==> src/rtl/alu_issue_stage.sv <==
// Issue register in front of the 64-bit ALU: latches one decoded beat, resolves
// operand forwarding, decodes the ALU selection code and snoops writeback while held.
module alu_issue_stage #(
  parameter int XLEN  = 64,
  parameter int RADDR = 5,
  parameter int ZREG  = 31
) (
  input  logic             clk,
  input  logic             rst_n,
  input  logic             flush,
  input  logic             in_valid,
  output logic             in_ready,
  input  logic [1:0]       in_alu_op,
  input  logic [10:0]      in_opfunc,
  input  logic [RADDR-1:0] in_rs1,
  input  logic [RADDR-1:0] in_rs2,
  input  logic [RADDR-1:0] in_rd,
  input  logic [XLEN-1:0]  in_rdata1,
  input  logic [XLEN-1:0]  in_rdata2,
  input  logic [XLEN-1:0]  in_imm,
  input  logic             in_use_imm,
  input  logic             in_reg_write,
  input  logic             in_mem_read,
  input  logic             in_mem_write,
  input  logic             exm_reg_write,
  input  logic [RADDR-1:0] exm_rd,
  input  logic [XLEN-1:0]  exm_result,
  input  logic             mwb_reg_write,
  input  logic [RADDR-1:0] mwb_rd,
  input  logic [XLEN-1:0]  mwb_result,
  output logic             out_valid,
  input  logic             out_ready,
  output logic [3:0]       alu_selection,
  output logic [XLEN-1:0]  alu_input1,
  output logic [XLEN-1:0]  alu_input2,
  output logic [XLEN-1:0]  store_data,
  output logic [RADDR-1:0] out_rd,
  output logic             out_reg_write,
  output logic             out_mem_read,
  output logic             out_mem_write,
  output logic             illegal_op
);

  localparam logic [RADDR-1:0] ZIDX = RADDR'(ZREG);

  localparam logic [3:0] SEL_AND = 4'b0000;
  localparam logic [3:0] SEL_ORR = 4'b0001;
  localparam logic [3:0] SEL_ADD = 4'b0010;
  localparam logic [3:0] SEL_SUB = 4'b0110;

  localparam logic [10:0] OPF_ADD = 11'b10001011000;
  localparam logic [10:0] OPF_SUB = 11'b11001011000;
  localparam logic [10:0] OPF_AND = 11'b10001010000;
  localparam logic [10:0] OPF_ORR = 11'b10101010000;

  // Handshake: a beat moves on a rising edge where valid && ready on that side.
  // in_ready never looks at in_valid; flush forces it low; out_valid holds the
  // beat (outputs stable apart from snooped operands) until out_ready is seen.
  logic capture;
  logic drain;
  logic hold;

  assign in_ready = !flush && (!out_valid || out_ready);
  assign capture  = in_valid && in_ready;
  assign drain    = out_valid && out_ready;
  assign hold     = out_valid && !out_ready && !flush;

  // Held source indices and immediate flag let a parked beat keep snooping.
  logic [RADDR-1:0] held_rs1;
  logic [RADDR-1:0] held_rs2;
  logic             held_use_imm;

  // EX/MEM beats MEM/WB; the zero register always reads zero.
  function automatic logic [XLEN-1:0] fwd_value(
    input logic [RADDR-1:0] src,
    input logic [XLEN-1:0]  base,
    input logic             e_we,
    input logic [RADDR-1:0] e_rd,
    input logic [XLEN-1:0]  e_res,
    input logic             m_we,
    input logic [RADDR-1:0] m_rd,
    input logic [XLEN-1:0]  m_res
  );
    logic [XLEN-1:0] v;
    v = base;
    if (src == ZIDX) begin
      v = '0;
    end else if (e_we && (e_rd == src) && (e_rd != ZIDX)) begin
      v = e_res;
    end else if (m_we && (m_rd == src) && (m_rd != ZIDX)) begin
      v = m_res;
    end
    return v;
  endfunction

  // Returns {illegal, selection}.
  function automatic logic [4:0] decode(input logic [1:0] op, input logic [10:0] f);
    logic [4:0] r;
    r = {1'b1, SEL_SUB};
    case (op)
      2'b00: r = {1'b0, SEL_ADD};
      2'b01: r = {1'b0, SEL_SUB};
      2'b10: begin
        case (f)
          OPF_ADD: r = {1'b0, SEL_ADD};
          OPF_SUB: r = {1'b0, SEL_SUB};
          OPF_AND: r = {1'b0, SEL_AND};
          OPF_ORR: r = {1'b0, SEL_ORR};
          default: r = {1'b1, SEL_SUB};
        endcase
      end
      default: r = {1'b1, SEL_SUB};
    endcase
    return r;
  endfunction

  logic [XLEN-1:0] cap_op1;
  logic [XLEN-1:0] cap_rs2;
  logic [4:0]      cap_dec;
  logic [XLEN-1:0] snp_op1;
  logic [XLEN-1:0] snp_rs2;

  always_comb begin
    cap_op1 = fwd_value(in_rs1, in_rdata1, exm_reg_write, exm_rd, exm_result,
                        mwb_reg_write, mwb_rd, mwb_result);
    cap_rs2 = fwd_value(in_rs2, in_rdata2, exm_reg_write, exm_rd, exm_result,
                        mwb_reg_write, mwb_rd, mwb_result);
    cap_dec = decode(in_alu_op, in_opfunc);
    // store_data doubles as the raw rs2 copy, since alu_input2 may be the immediate.
    snp_op1 = fwd_value(held_rs1, alu_input1, exm_reg_write, exm_rd, exm_result,
                        mwb_reg_write, mwb_rd, mwb_result);
    snp_rs2 = fwd_value(held_rs2, store_data, exm_reg_write, exm_rd, exm_result,
                        mwb_reg_write, mwb_rd, mwb_result);
  end

  always_ff @(posedge clk or negedge rst_n) begin
    if (!rst_n) begin
      out_valid <= 1'b0;
    end else if (flush) begin
      out_valid <= 1'b0;
    end else if (capture) begin
      out_valid <= 1'b1;
    end else if (drain) begin
      out_valid <= 1'b0;
    end
  end

  always_ff @(posedge clk or negedge rst_n) begin
    if (!rst_n) begin
      alu_selection <= '0;
      illegal_op    <= 1'b0;
      alu_input1    <= '0;
      alu_input2    <= '0;
      store_data    <= '0;
      out_rd        <= '0;
      out_reg_write <= 1'b0;
      out_mem_read  <= 1'b0;
      out_mem_write <= 1'b0;
      held_rs1      <= '0;
      held_rs2      <= '0;
      held_use_imm  <= 1'b0;
    end else if (capture) begin
      alu_selection <= cap_dec[3:0];
      illegal_op    <= cap_dec[4];
      alu_input1    <= cap_op1;
      alu_input2    <= in_use_imm ? in_imm : cap_rs2;
      store_data    <= cap_rs2;
      out_rd        <= in_rd;
      out_reg_write <= in_reg_write;
      out_mem_read  <= in_mem_read;
      out_mem_write <= in_mem_write;
      held_rs1      <= in_rs1;
      held_rs2      <= in_rs2;
      held_use_imm  <= in_use_imm;
    end else if (hold) begin
      alu_input1 <= snp_op1;
      store_data <= snp_rs2;
      if (!held_use_imm) begin
        alu_input2 <= snp_rs2;
      end
    end
  end

endmodule
==> config.mk <==
export PLATFORM = sky130hd
export DESIGN_NAME = alu_issue_stage
export DESIGN_NICKNAME = d
export VERILOG_FILES = /design/src/rtl/alu_issue_stage.sv
export SDC_FILE = /design/constraint.sdc
export NUM_CORES = 1
export LEC_CHECK = 0
export CORE_AREA = 3 3 221 223
export CTS_CLUSTER_SIZE = 10
export DETAILED_ROUTE_END_ITERATION = 10
export DIE_AREA = 0 0 224 226
export PLACE_DENSITY_LB_ADDON = 0.08
export RECOVER_POWER = 25
export SYNTH_ARGS = -nofsm -noshare
export SYNTH_HDL_FRONTEND = slang
export SYNTH_SLANG_ARGS = --single-unit
export TNS_END_PERCENT = 30
==> constraint.sdc <==
create_clock -name clk -period 2.51 [get_ports clk]
set_clock_uncertainty 0.1 [all_clocks]
set_input_delay 0.502 -clock clk [delete_from_list [all_inputs] [get_ports clk]]
set_output_delay 0.502 -clock clk [all_outputs]
set_load 0.02 [all_outputs]
==> flow_summary.html, run 1 <==
<table>
<tr><th>Metric</th><th>Value</th></tr>
<tr><th colspan="2">Synth</th></tr>
<tr><td>Synthesized instance count</td><td>1959</td></tr>
<tr><td>Area fraction in compound gates after synthesis</td><td>0.321</td></tr>
<tr><td>Post-Syn Nets</td><td>2328</td></tr>
<tr><td>Number of register bits inferred by synthesis</td><td>216</td></tr>
<tr><td>Avg Cell Area, Syn</td><td>8.33 um^2</td></tr>
<tr><td>Area share of the largest cell type after synthesis</td><td>0.331</td></tr>
<tr><td>Most frequently used flop master after synthesis</td><td>dfrtp_1</td></tr>
<tr><td>EDFF count, synth</td><td>0</td></tr>
<tr><td>Fraction of the yosys area taken by sequential cells</td><td>0.331</td></tr>
<tr><td>Post-synthesis cell type with the largest combined area</td><td>dfrtp_1</td></tr>
<tr><td>Post-Synth Adder-Cell Area</td><td>0</td></tr>
<tr><td>Basic-gate share of the synthesized area counting and, or, nand and nor cells</td><td>0.175</td></tr>
<tr><td>Area contributors post-synth</td><td>dfrtp_1 (33%), mux2i_1 (7.9%), nand2_1 (5.9%), a311oi_2 (5.5%), nor3_1 (4.1%)</td></tr>
<tr><td>Summed instance area of the synthesized netlist</td><td>16300 um^2</td></tr>
<tr><td>Dominant combinational cell family by area after synthesis</td><td>compound AO/OA/AOI/OAI gates</td></tr>
<tr><td>Count of different cell masters after synthesis</td><td>51</td></tr>
<tr><td>Ys Warns</td><td>0</td></tr>
<tr><td>Proportion of synthesized flip-flops having asynchronous set or reset</td><td>1.00</td></tr>
<tr><td>Multiplexer share of the synthesized area</td><td>0.0785</td></tr>
<tr><td>Parity-gate share of the synthesized area counting xor and xnor cells</td><td>0.0215</td></tr>
<tr><th colspan="2">Global route</th></tr>
<tr><td>Number of global-route vias before repair</td><td>19.9k</td></tr>
<tr><td>Largest net degree at the start of global routing</td><td>75</td></tr>
<tr><td>Initial antenna violation count</td><td>6</td></tr>
<tr><td>First-pass GRT wire length</td><td>131 mm</td></tr>
<tr><td>Global Route Usage Sum</td><td>0.338</td></tr>
<tr><td>Leftover overflow at the end of global routing</td><td>0</td></tr>
<tr><th colspan="2">Critical path</th></tr>
<tr><td>Category of cells accounting for the largest share of critical-path delay</td><td>buffers and inverters</td></tr>
<tr><td>Category of the worst setup path launch point</td><td>input pin</td></tr>
<tr><td>Max stage delay on crit path</td><td>0.52 ns</td></tr>
<tr><td>Ordered cell list for the critical path</td><td>clkdlybuf4s50_1 -&gt; xor2_1 -&gt; nor3_1 -&gt; nand4_1 -&gt; buf_4 -&gt; a31oi_4 -&gt; buf_12 -&gt; nor2_1 -&gt; a31oi_1</td></tr>
<tr><td>Cell at the slowest stage of the critical path</td><td>clkdlybuf4s50_1</td></tr>
<tr><td>Data arrival time of the critical path</td><td>2.83 ns</td></tr>
<tr><td>Critical Path End Type</td><td>flip-flop</td></tr>
<tr><td>Data required time at the worst endpoint</td><td>2.90 ns</td></tr>
<tr><td>Highest net fanout along the worst path</td><td>25</td></tr>
<tr><td>WP buf/inv</td><td>3</td></tr>
<tr><td>Setup Crit Path Kind</td><td>in2reg</td></tr>
<tr><th colspan="2">Placed design</th></tr>
<tr><td>DP Worst Slack</td><td>-0.599 ns</td></tr>
<tr><td>PortBufs</td><td>574</td></tr>
<tr><td>Placed cell area</td><td>24400 um^2</td></tr>
<tr><td>Detailed Place HPWL</td><td>63.7 mm</td></tr>
<tr><td>RD Place Congestion</td><td>0.891</td></tr>
<tr><th colspan="2">Pwr</th></tr>
<tr><td>PwrDens</td><td>719 nW/um^2</td></tr>
<tr><td>Maximum VDD drop</td><td>490 uV</td></tr>
<tr><td>Static power due to leakage</td><td>9.57 nW</td></tr>
<tr><td>Power Total</td><td>18.3 mW</td></tr>
<tr><th colspan="2">Worst hold path</th></tr>
<tr><td>Class of the tightest hold or removal check</td><td>in2reg</td></tr>
<tr><th colspan="2">STA</th></tr>
<tr><td>Max frequency</td><td>411 MHz</td></tr>
<tr><td>Crit share post-route</td><td>0.970</td></tr>
<tr><td>Worst-case headroom to the max-slew limit</td><td>0.257</td></tr>
<tr><td>Actual transition at the worst max-transition pin</td><td>1.11 ns</td></tr>
<tr><td>Post-route minimum period</td><td>2.43 ns</td></tr>
<tr><td>Number of max-slew violations in the final report</td><td>0</td></tr>
<tr><td>Worst Hold Slack</td><td>0.338 ns</td></tr>
<tr><td>Setup repair after global routing missed its margin</td><td>false</td></tr>
<tr><td>Final hold violation count</td><td>0</td></tr>
<tr><td>Endpoints failing setup</td><td>0</td></tr>
<tr><td>Final worst slack</td><td>0.0764 ns</td></tr>
<tr><th colspan="2">Detailed routing</th></tr>
<tr><td>Total wire length</td><td>89.5 mm</td></tr>
<tr><td>Detailed-route via count</td><td>19.8k</td></tr>
<tr><td>Initial DRT Pass Iterations</td><td>6</td></tr>
<tr><td>Drt first-iter violations</td><td>2055</td></tr>
<tr><td>Post-detailed-route DRC marker count</td><td>0</td></tr>
<tr><td>Wire per inst</td><td>28.2 um</td></tr>
<tr><td>ANT nets after route</td><td>0</td></tr>
<tr><td>Detailed-route vias per instance</td><td>6.25</td></tr>
<tr><th colspan="2">Run</th></tr>
<tr><td>Max-Cap Viols</td><td>0</td></tr>
<tr><th colspan="2">Finish</th></tr>
<tr><td>Final standard cell area without fillers</td><td>25400 um^2</td></tr>
<tr><td>Final-layout fill cell count</td><td>4297</td></tr>
<tr><td>Area growth syn-to-layout</td><td>55.9%</td></tr>
<tr><td>Area used by multi-input combinational logic</td><td>9870 um^2</td></tr>
<tr><td>FF/Latch Area</td><td>5410 um^2</td></tr>
<tr><td>Util after Layout</td><td>0.544</td></tr>
<tr><td>Most frequent standard cell in the layout excluding fill and tap cells</td><td>clkdlybuf4s50_1</td></tr>
<tr><td>Commonest non-fill, non-tap cells in the layout</td><td>clkdlybuf4s50_1 (572), nand2_1 (255), dfrtp_1 (216)</td></tr>
<tr><td>Nets</td><td>2905</td></tr>
<tr><td>Fraction of layout cells with a size suffix above 1</td><td>0.159</td></tr>
<tr><th colspan="2">Clock tree</th></tr>
<tr><td>TritonCTS clock tree</td><td>done</td></tr>
<tr><td>CTS Buf Count</td><td>30</td></tr>
<tr><td>Clock tree sinks</td><td>216</td></tr>
<tr><td>Clock transition at the registers of the reported paths</td><td>0.06 ns</td></tr>
<tr><td>H-tree depth</td><td>1</td></tr>
<tr><td>Clock insertion delay at the later pin of the skew report</td><td>0.58 ns</td></tr>
<tr><td>Buffer levels on the longest clock path</td><td>3</td></tr>
<tr><td>Cell at the root of the clock tree</td><td>clkbuf_16</td></tr>
<tr><th colspan="2">Floorplan</th></tr>
<tr><td>Cell Rows</td><td>79</td></tr>
<tr><td>Die Y-Extent</td><td>226 um</td></tr>
<tr><td>Initial core utilization</td><td>0.349</td></tr>
<tr><td>Area of the core</td><td>46800 um^2</td></tr>
<tr><td>Total Die Area</td><td>50600 um^2</td></tr>
<tr><td>X dimension of the die</td><td>224 um</td></tr>
<tr><td>Number of top-level design ports</td><td>576</td></tr>
<tr><th colspan="2">Status</th></tr>
<tr><td>Result of the run</td><td>finished, final reports clean</td></tr>
</table>
## layout make-up
cell class	count	area share
Inverter	4	0.000590
Clock buffer	51	0.0386
Multi-Input combinational cell	1506	0.388
Tap cell	607	0.0299
Timing Repair Buffer	778	0.327
Clock inverter	5	0.00310
Sequential cell	216	0.213
Antenna cell	2	0.000197
## worst reg2reg max path: cells and delay by family (launching register included)
kind	cells	cell delay [ns]
buf+inv	2	0.53
xor+xnor	1	0.18
flops	1	0.44
simple gates	3	0.68
compound gates	2	0.41
## registers in the layout, indices dropped and copies added (netlist names), 3 cells and up
register	flops
out_rd	5
alu_input2	64
store_data	64
held_rs2	5
alu_input1	64
alu_selection	3
held_rs1	5
## worst paths after layout
path / from / end / slack, ns / depth (start not counted)
min: in_mem_read / out_mem_read / 0.34 / 3
max: exm_rd[3] / alu_input1[41] / 0.08 / 9
max in group asynchronous: rst_n / store_data[47] / 0.26 / 3
min reg2reg: illegal_op / illegal_op / 0.38 / 2
min in group asynchronous: rst_n / alu_input2[10] / 0.58 / 2
max reg2reg: held_rs1[3] / alu_input1[41] / 0.10 / 8
## timing repair
action / 4_1_cts / 5_1_grt
buffers inserted: 0 / 2
setup endpoints to repair: 0 / 82
gates resized for setup: 0 / 1
hold buffers: 1 / 0
hold endpoints to repair: 30 / 0
## cells in the mapped netlist, types with 64 or more instances
library cell and instances:
a21oi_1 65, a21o_1 65, o22ai_1 65, a311oi_1 68, o31ai_1 64, nor3_1 134
nand2_1 255, nand4_1 71, dfrtp_1 216, a31oi_1 65, nor2_1 66, clkbuf_1 127
o21ai_0 130, o21ai_1 72, mux2i_1 128
## kinds of logic after synthesis
logic type	Yosys count
xor gates and xnor gates	40
DFF	216
other	1
muxes	128
buffers and inverters	237
AOI/OAI and AO/OA	724
and+or+nand+nor	613
## report_power, final
group,switching [mW],internal [mW],total [mW]
Sequential,0.866,4.47,5.34
Combinational,4.49,3.80,8.30
Clock,1.81,2.84,4.65
Total,7.17,11.1,18.3
## routing by layer
metal | vias to the layer above | wire length, um | GRT usage
met3 | 257 | 8370 | 0.0719
li1 | 8591 | - | -
met5 | - | 46 | 0
met2 | 1302 | 42400 | 0.560
met4 | 8 | 4150 | 0.145
met1 | 9651 | 34600 | 0.427
## stage by stage
stage | cells | TNS, ns
6_report | 3169 | 0
5_1_grt | 3169 | 0
4_1_cts | 3165 | 0
3_5_place_dp | 3108 | -96.32
3_3_place_gp | 3108 | -90.13
2_1_floorplan | 1959 | 0
Power figures use the tool's default switching activity.
==> run 2: changes to the inputs <==
--- a/config.mk
+++ b/config.mk
@@ -5,11 +5,12 @@
 export SDC_FILE = /design/constraint.sdc
 export NUM_CORES = 1
 export LEC_CHECK = 0
-export CORE_AREA = 3 3 221 223
+export CAP_MARGIN = 20
+export CORE_AREA = 3 3 224 226
 export CTS_CLUSTER_SIZE = 10
 export DETAILED_ROUTE_END_ITERATION = 10
-export DIE_AREA = 0 0 224 226
-export PLACE_DENSITY_LB_ADDON = 0.08
+export DIE_AREA = 0 0 227 229
+export PLACE_DENSITY = 0.61
 export RECOVER_POWER = 25
 export SYNTH_ARGS = -nofsm -noshare
 export SYNTH_HDL_FRONTEND = slang
==> flow_summary.html, run 2 (synthesis gave the netlist of run 1 again) <==
<table>
<tr><th>Metric</th><th>Value</th></tr>
<tr><th colspan="2">Floorplan</th></tr>
<tr><td>X dimension of the die</td><td>227 um (+1.3%)</td></tr>
<tr><td>Cell Rows</td><td>81 (+2.5%)</td></tr>
<tr><td>Die Y-Extent</td><td>229 um (+1.3%)</td></tr>
<tr><td>Area of the core</td><td>48500 um^2 (+3.8%)</td></tr>
<tr><td>Total Die Area</td><td>52000 um^2 (+2.7%)</td></tr>
<tr><td>Number of top-level design ports</td><td>576 (unchanged)</td></tr>
<tr><td>Initial core utilization</td><td>0.336 (-0.0129)</td></tr>
<tr><th colspan="2">Global route</th></tr>
<tr><td>Largest net degree at the start of global routing</td><td>69 (-8.0%)</td></tr>
<tr><td>Initial antenna violation count</td><td>14 (+8)</td></tr>
<tr><td>Leftover overflow at the end of global routing</td><td>0 (unchanged)</td></tr>
<tr><td>First-pass GRT wire length</td><td>132 mm (+0.85%)</td></tr>
<tr><td>Global Route Usage Sum</td><td>0.332 (-0.00539)</td></tr>
<tr><td>Number of global-route vias before repair</td><td>20.2k (+1.1%)</td></tr>
<tr><th colspan="2">Detailed routing</th></tr>
<tr><td>Detailed-route via count</td><td>20.3k (+2.4%)</td></tr>
<tr><td>Detailed-route vias per instance</td><td>6.39 (+2.2%)</td></tr>
<tr><td>Wire per inst</td><td>28.5 um (+1.1%)</td></tr>
<tr><td>ANT nets after route</td><td>0 (unchanged)</td></tr>
<tr><td>Initial DRT Pass Iterations</td><td>6 (unchanged)</td></tr>
<tr><td>Post-detailed-route DRC marker count</td><td>0 (unchanged)</td></tr>
<tr><td>Total wire length</td><td>90.6 mm (+1.2%)</td></tr>
<tr><td>Drt first-iter violations</td><td>2600 (+27%)</td></tr>
<tr><th colspan="2">Finish</th></tr>
<tr><td>Commonest non-fill, non-tap cells in the layout</td><td>clkdlybuf4s50_1 (570), nand2_1 (255), dfrtp_1 (216)</td></tr>
<tr><td>Nets</td><td>2895 (-0.34%)</td></tr>
<tr><td>Util after Layout</td><td>0.516 (-0.0277)</td></tr>
<tr><td>Area growth syn-to-layout</td><td>53.6%</td></tr>
<tr><td>Final-layout fill cell count</td><td>4471 (+4.0%)</td></tr>
<tr><td>Registers with the most flip-flops</td><td>alu_input1 x64, alu_input2 x64, store_data x64</td></tr>
<tr><td>Fraction of layout cells with a size suffix above 1</td><td>0.154 (-0.00489)</td></tr>
<tr><td>FF/Latch Area</td><td>5410 um^2 (unchanged)</td></tr>
<tr><td>Most frequent standard cell in the layout excluding fill and tap cells</td><td>clkdlybuf4s50_1</td></tr>
<tr><td>Area used by multi-input combinational logic</td><td>9890 um^2 (+0.20%)</td></tr>
<tr><th colspan="2">Status</th></tr>
<tr><td>Result of the run</td><td>complete, but fails checks</td></tr>
<tr><td>Violated checks</td><td>max-capacitance violations, max-slew violations</td></tr>
<tr><th colspan="2">Critical path</th></tr>
<tr><td>Data required time at the worst endpoint</td><td>2.87 ns (-0.03 ns)</td></tr>
<tr><td>Highest net fanout along the worst path</td><td>27 (+8.0%)</td></tr>
<tr><td>Cell at the slowest stage of the critical path</td><td>clkdlybuf4s50_1</td></tr>
<tr><td>Category of the worst setup path launch point</td><td>input pin</td></tr>
<tr><td>Critical Path End Type</td><td>flip-flop</td></tr>
<tr><td>Ordered cell list for the critical path</td><td>clkdlybuf4s50_1 -&gt; xor2_1 -&gt; or3_4 -&gt; buf_12 -&gt; buf_4 -&gt; o31ai_1 -&gt; a311oi_1 -&gt; o21ai_1 -&gt; nand2_1</td></tr>
<tr><td>Cell depth of the worst flop-to-flop path</td><td>8 (unchanged)</td></tr>
<tr><td>Setup Crit Path Kind</td><td>in2reg</td></tr>
<tr><td>Reg-to-reg critical path endpoint</td><td>alu_input2[54]</td></tr>
<tr><td>Max stage delay on crit path</td><td>0.56 ns (+0.04 ns)</td></tr>
<tr><td>Origin of the critical flop-to-flop path</td><td>held_rs2[2]</td></tr>
<tr><td>R2R Setup Slk</td><td>0.17 ns (+0.07 ns)</td></tr>
<tr><td>Data arrival time of the critical path</td><td>2.84 ns (about the same)</td></tr>
<tr><th colspan="2">Placed design</th></tr>
<tr><td>Detailed Place HPWL</td><td>63.7 mm (about the same)</td></tr>
<tr><td>PortBufs</td><td>574 (unchanged)</td></tr>
<tr><td>RD Place Congestion</td><td>0.910 (+2.1%)</td></tr>
<tr><th colspan="2">Clock tree</th></tr>
<tr><td>H-tree depth</td><td>1 (unchanged)</td></tr>
<tr><td>TritonCTS clock tree</td><td>done</td></tr>
<tr><td>Buffer levels on the longest clock path</td><td>3 (unchanged)</td></tr>
<tr><td>Cell at the root of the clock tree</td><td>clkbuf_16</td></tr>
<tr><td>CTS Buf Count</td><td>28 (-6.7%)</td></tr>
<tr><td>Clock insertion delay at the later pin of the skew report</td><td>0.57 ns (about the same)</td></tr>
<tr><td>Clock tree sinks</td><td>216 (unchanged)</td></tr>
<tr><td>Clock transition at the registers of the reported paths</td><td>0.06 ns (about the same)</td></tr>
<tr><th colspan="2">Pwr</th></tr>
<tr><td>PwrDens</td><td>707 nW/um^2 (-1.6%)</td></tr>
<tr><td>Power Total</td><td>17.7 mW (-3.1%)</td></tr>
<tr><td>Static power due to leakage</td><td>9.39 nW (-1.9%)</td></tr>
<tr><td>Maximum VDD drop</td><td>474 uV (-3.2%)</td></tr>
<tr><th colspan="2">STA</th></tr>
<tr><td>Crit share post-route</td><td>0.988 (+0.0185)</td></tr>
<tr><td>Max frequency</td><td>403 MHz (-1.9%)</td></tr>
<tr><td>Setup repair after global routing missed its margin</td><td>false</td></tr>
<tr><td>Actual transition at the worst max-transition pin</td><td>1.67 ns (+0.551 ns)</td></tr>
<tr><td>Endpoints failing setup</td><td>0 (unchanged)</td></tr>
<tr><td>Post-route minimum period</td><td>2.48 ns (+0.0465 ns)</td></tr>
<tr><td>Worst-case headroom to the max-slew limit</td><td>-0.110 (-0.367)</td></tr>
<tr><td>Number of max-slew violations in the final report</td><td>48 (+48)</td></tr>
<tr><td>Final hold violation count</td><td>0 (unchanged)</td></tr>
<tr><th colspan="2">Worst hold path</th></tr>
<tr><td>Terminating pin of the worst hold path</td><td>out_mem_write</td></tr>
<tr><td>Class of the tightest hold or removal check</td><td>in2reg</td></tr>
<tr><td>Hold path depth</td><td>3 (unchanged)</td></tr>
<tr><td>Origin of the worst min-delay path</td><td>in_mem_write</td></tr>
<tr><th colspan="2">Run</th></tr>
<tr><td>Max-Cap Viols</td><td>1 (+1)</td></tr>
</table>
-- run 2: cell count changes in the layout (fill, tap and decap cells not counted), sizes merged --
cell	delta
dlymetal6s2s	+1
inv	-1
clkdlybuf4s50	-2
dlygate4sd3	+1
bufinv	-1
buf	-8
diode	+6
clkbuf	-6
-- run 2: layout make-up --
class / instances / share of cell area
diodes: 8 / 0.000799
clock buffers: 45 / 0.0345
clock inverters: 3 / 0.00160
inverters: 4 / 0.000599
multi-input cells: 1506 / 0.395
flip-flops and latches: 216 / 0.216
well taps: 622 / 0.0311
repair buffers: 770 / 0.321
-- run 2: worst max path at each step --
stage	from	end	slack, ns	depth (start not counted)
2_1_floorplan	mwb_rd[1]	alu_input2[4]	0.22	9
3_3_place_gp	mwb_rd[0]	alu_input1[23]	-0.49	10
3_5_place_dp	mwb_rd[3]	alu_input2[45]	-0.52	9
4_1_cts	out_valid	in_ready	0.01	3
5_1_grt	mwb_rd[2]	alu_input2[32]	0.008	9
6_report	mwb_rd[1]	store_data[41]	0.03	9
-- run 2: layer usage --
metal,part of all wire,wire [um],global-route usage
met5,0.00082,74,0
met3,0.12,10600,0.0811
met4,0.040,3580,0.127
met1,0.39,35300,0.438
met2,0.45,41000,0.525
-- run 2: where the power goes --
part | internal, mW | total, mW | switching, mW
registers | 4.47 | 5.40 | 0.929
clock network | 2.43 | 4.14 | 1.71
logic | 3.74 | 8.18 | 4.44
-- run 2: metrics by stage --
stage	worst slack (ns)	hold slack [ns]	TNS (ns)	cells	area [um^2]
CTS	0.0135	0.333	0	3166	25000
floorplan	0.222	0.106	0	1959	16300
detailed placement	-0.517	0.364	-81.02	3117	24100
global route	0.00824	0.348	0	3173	25100
global placement	-0.488	0.359	-73.42	3117	24100
finish	0.0299	0.357	0	3174	25100
-- run 2: worst max-delay path, delay by kind of cell --
kind	cells	cell delay (ns)
AOI/OAI and AO/OA	3	0.65
buffers and inverters	3	0.90
xor gates and xnor gates	1	0.24
and+or+nand+nor	2	0.51
-- run 2: what timing repair did --
action / 4_1_cts / 5_1_grt
resized for setup: 0 / 7
endpoints found under the setup margin: 0 / 47
hold buffers: 1 / 0
buffers inserted: 0 / 0
endpoints found under the hold margin: 42 / 0
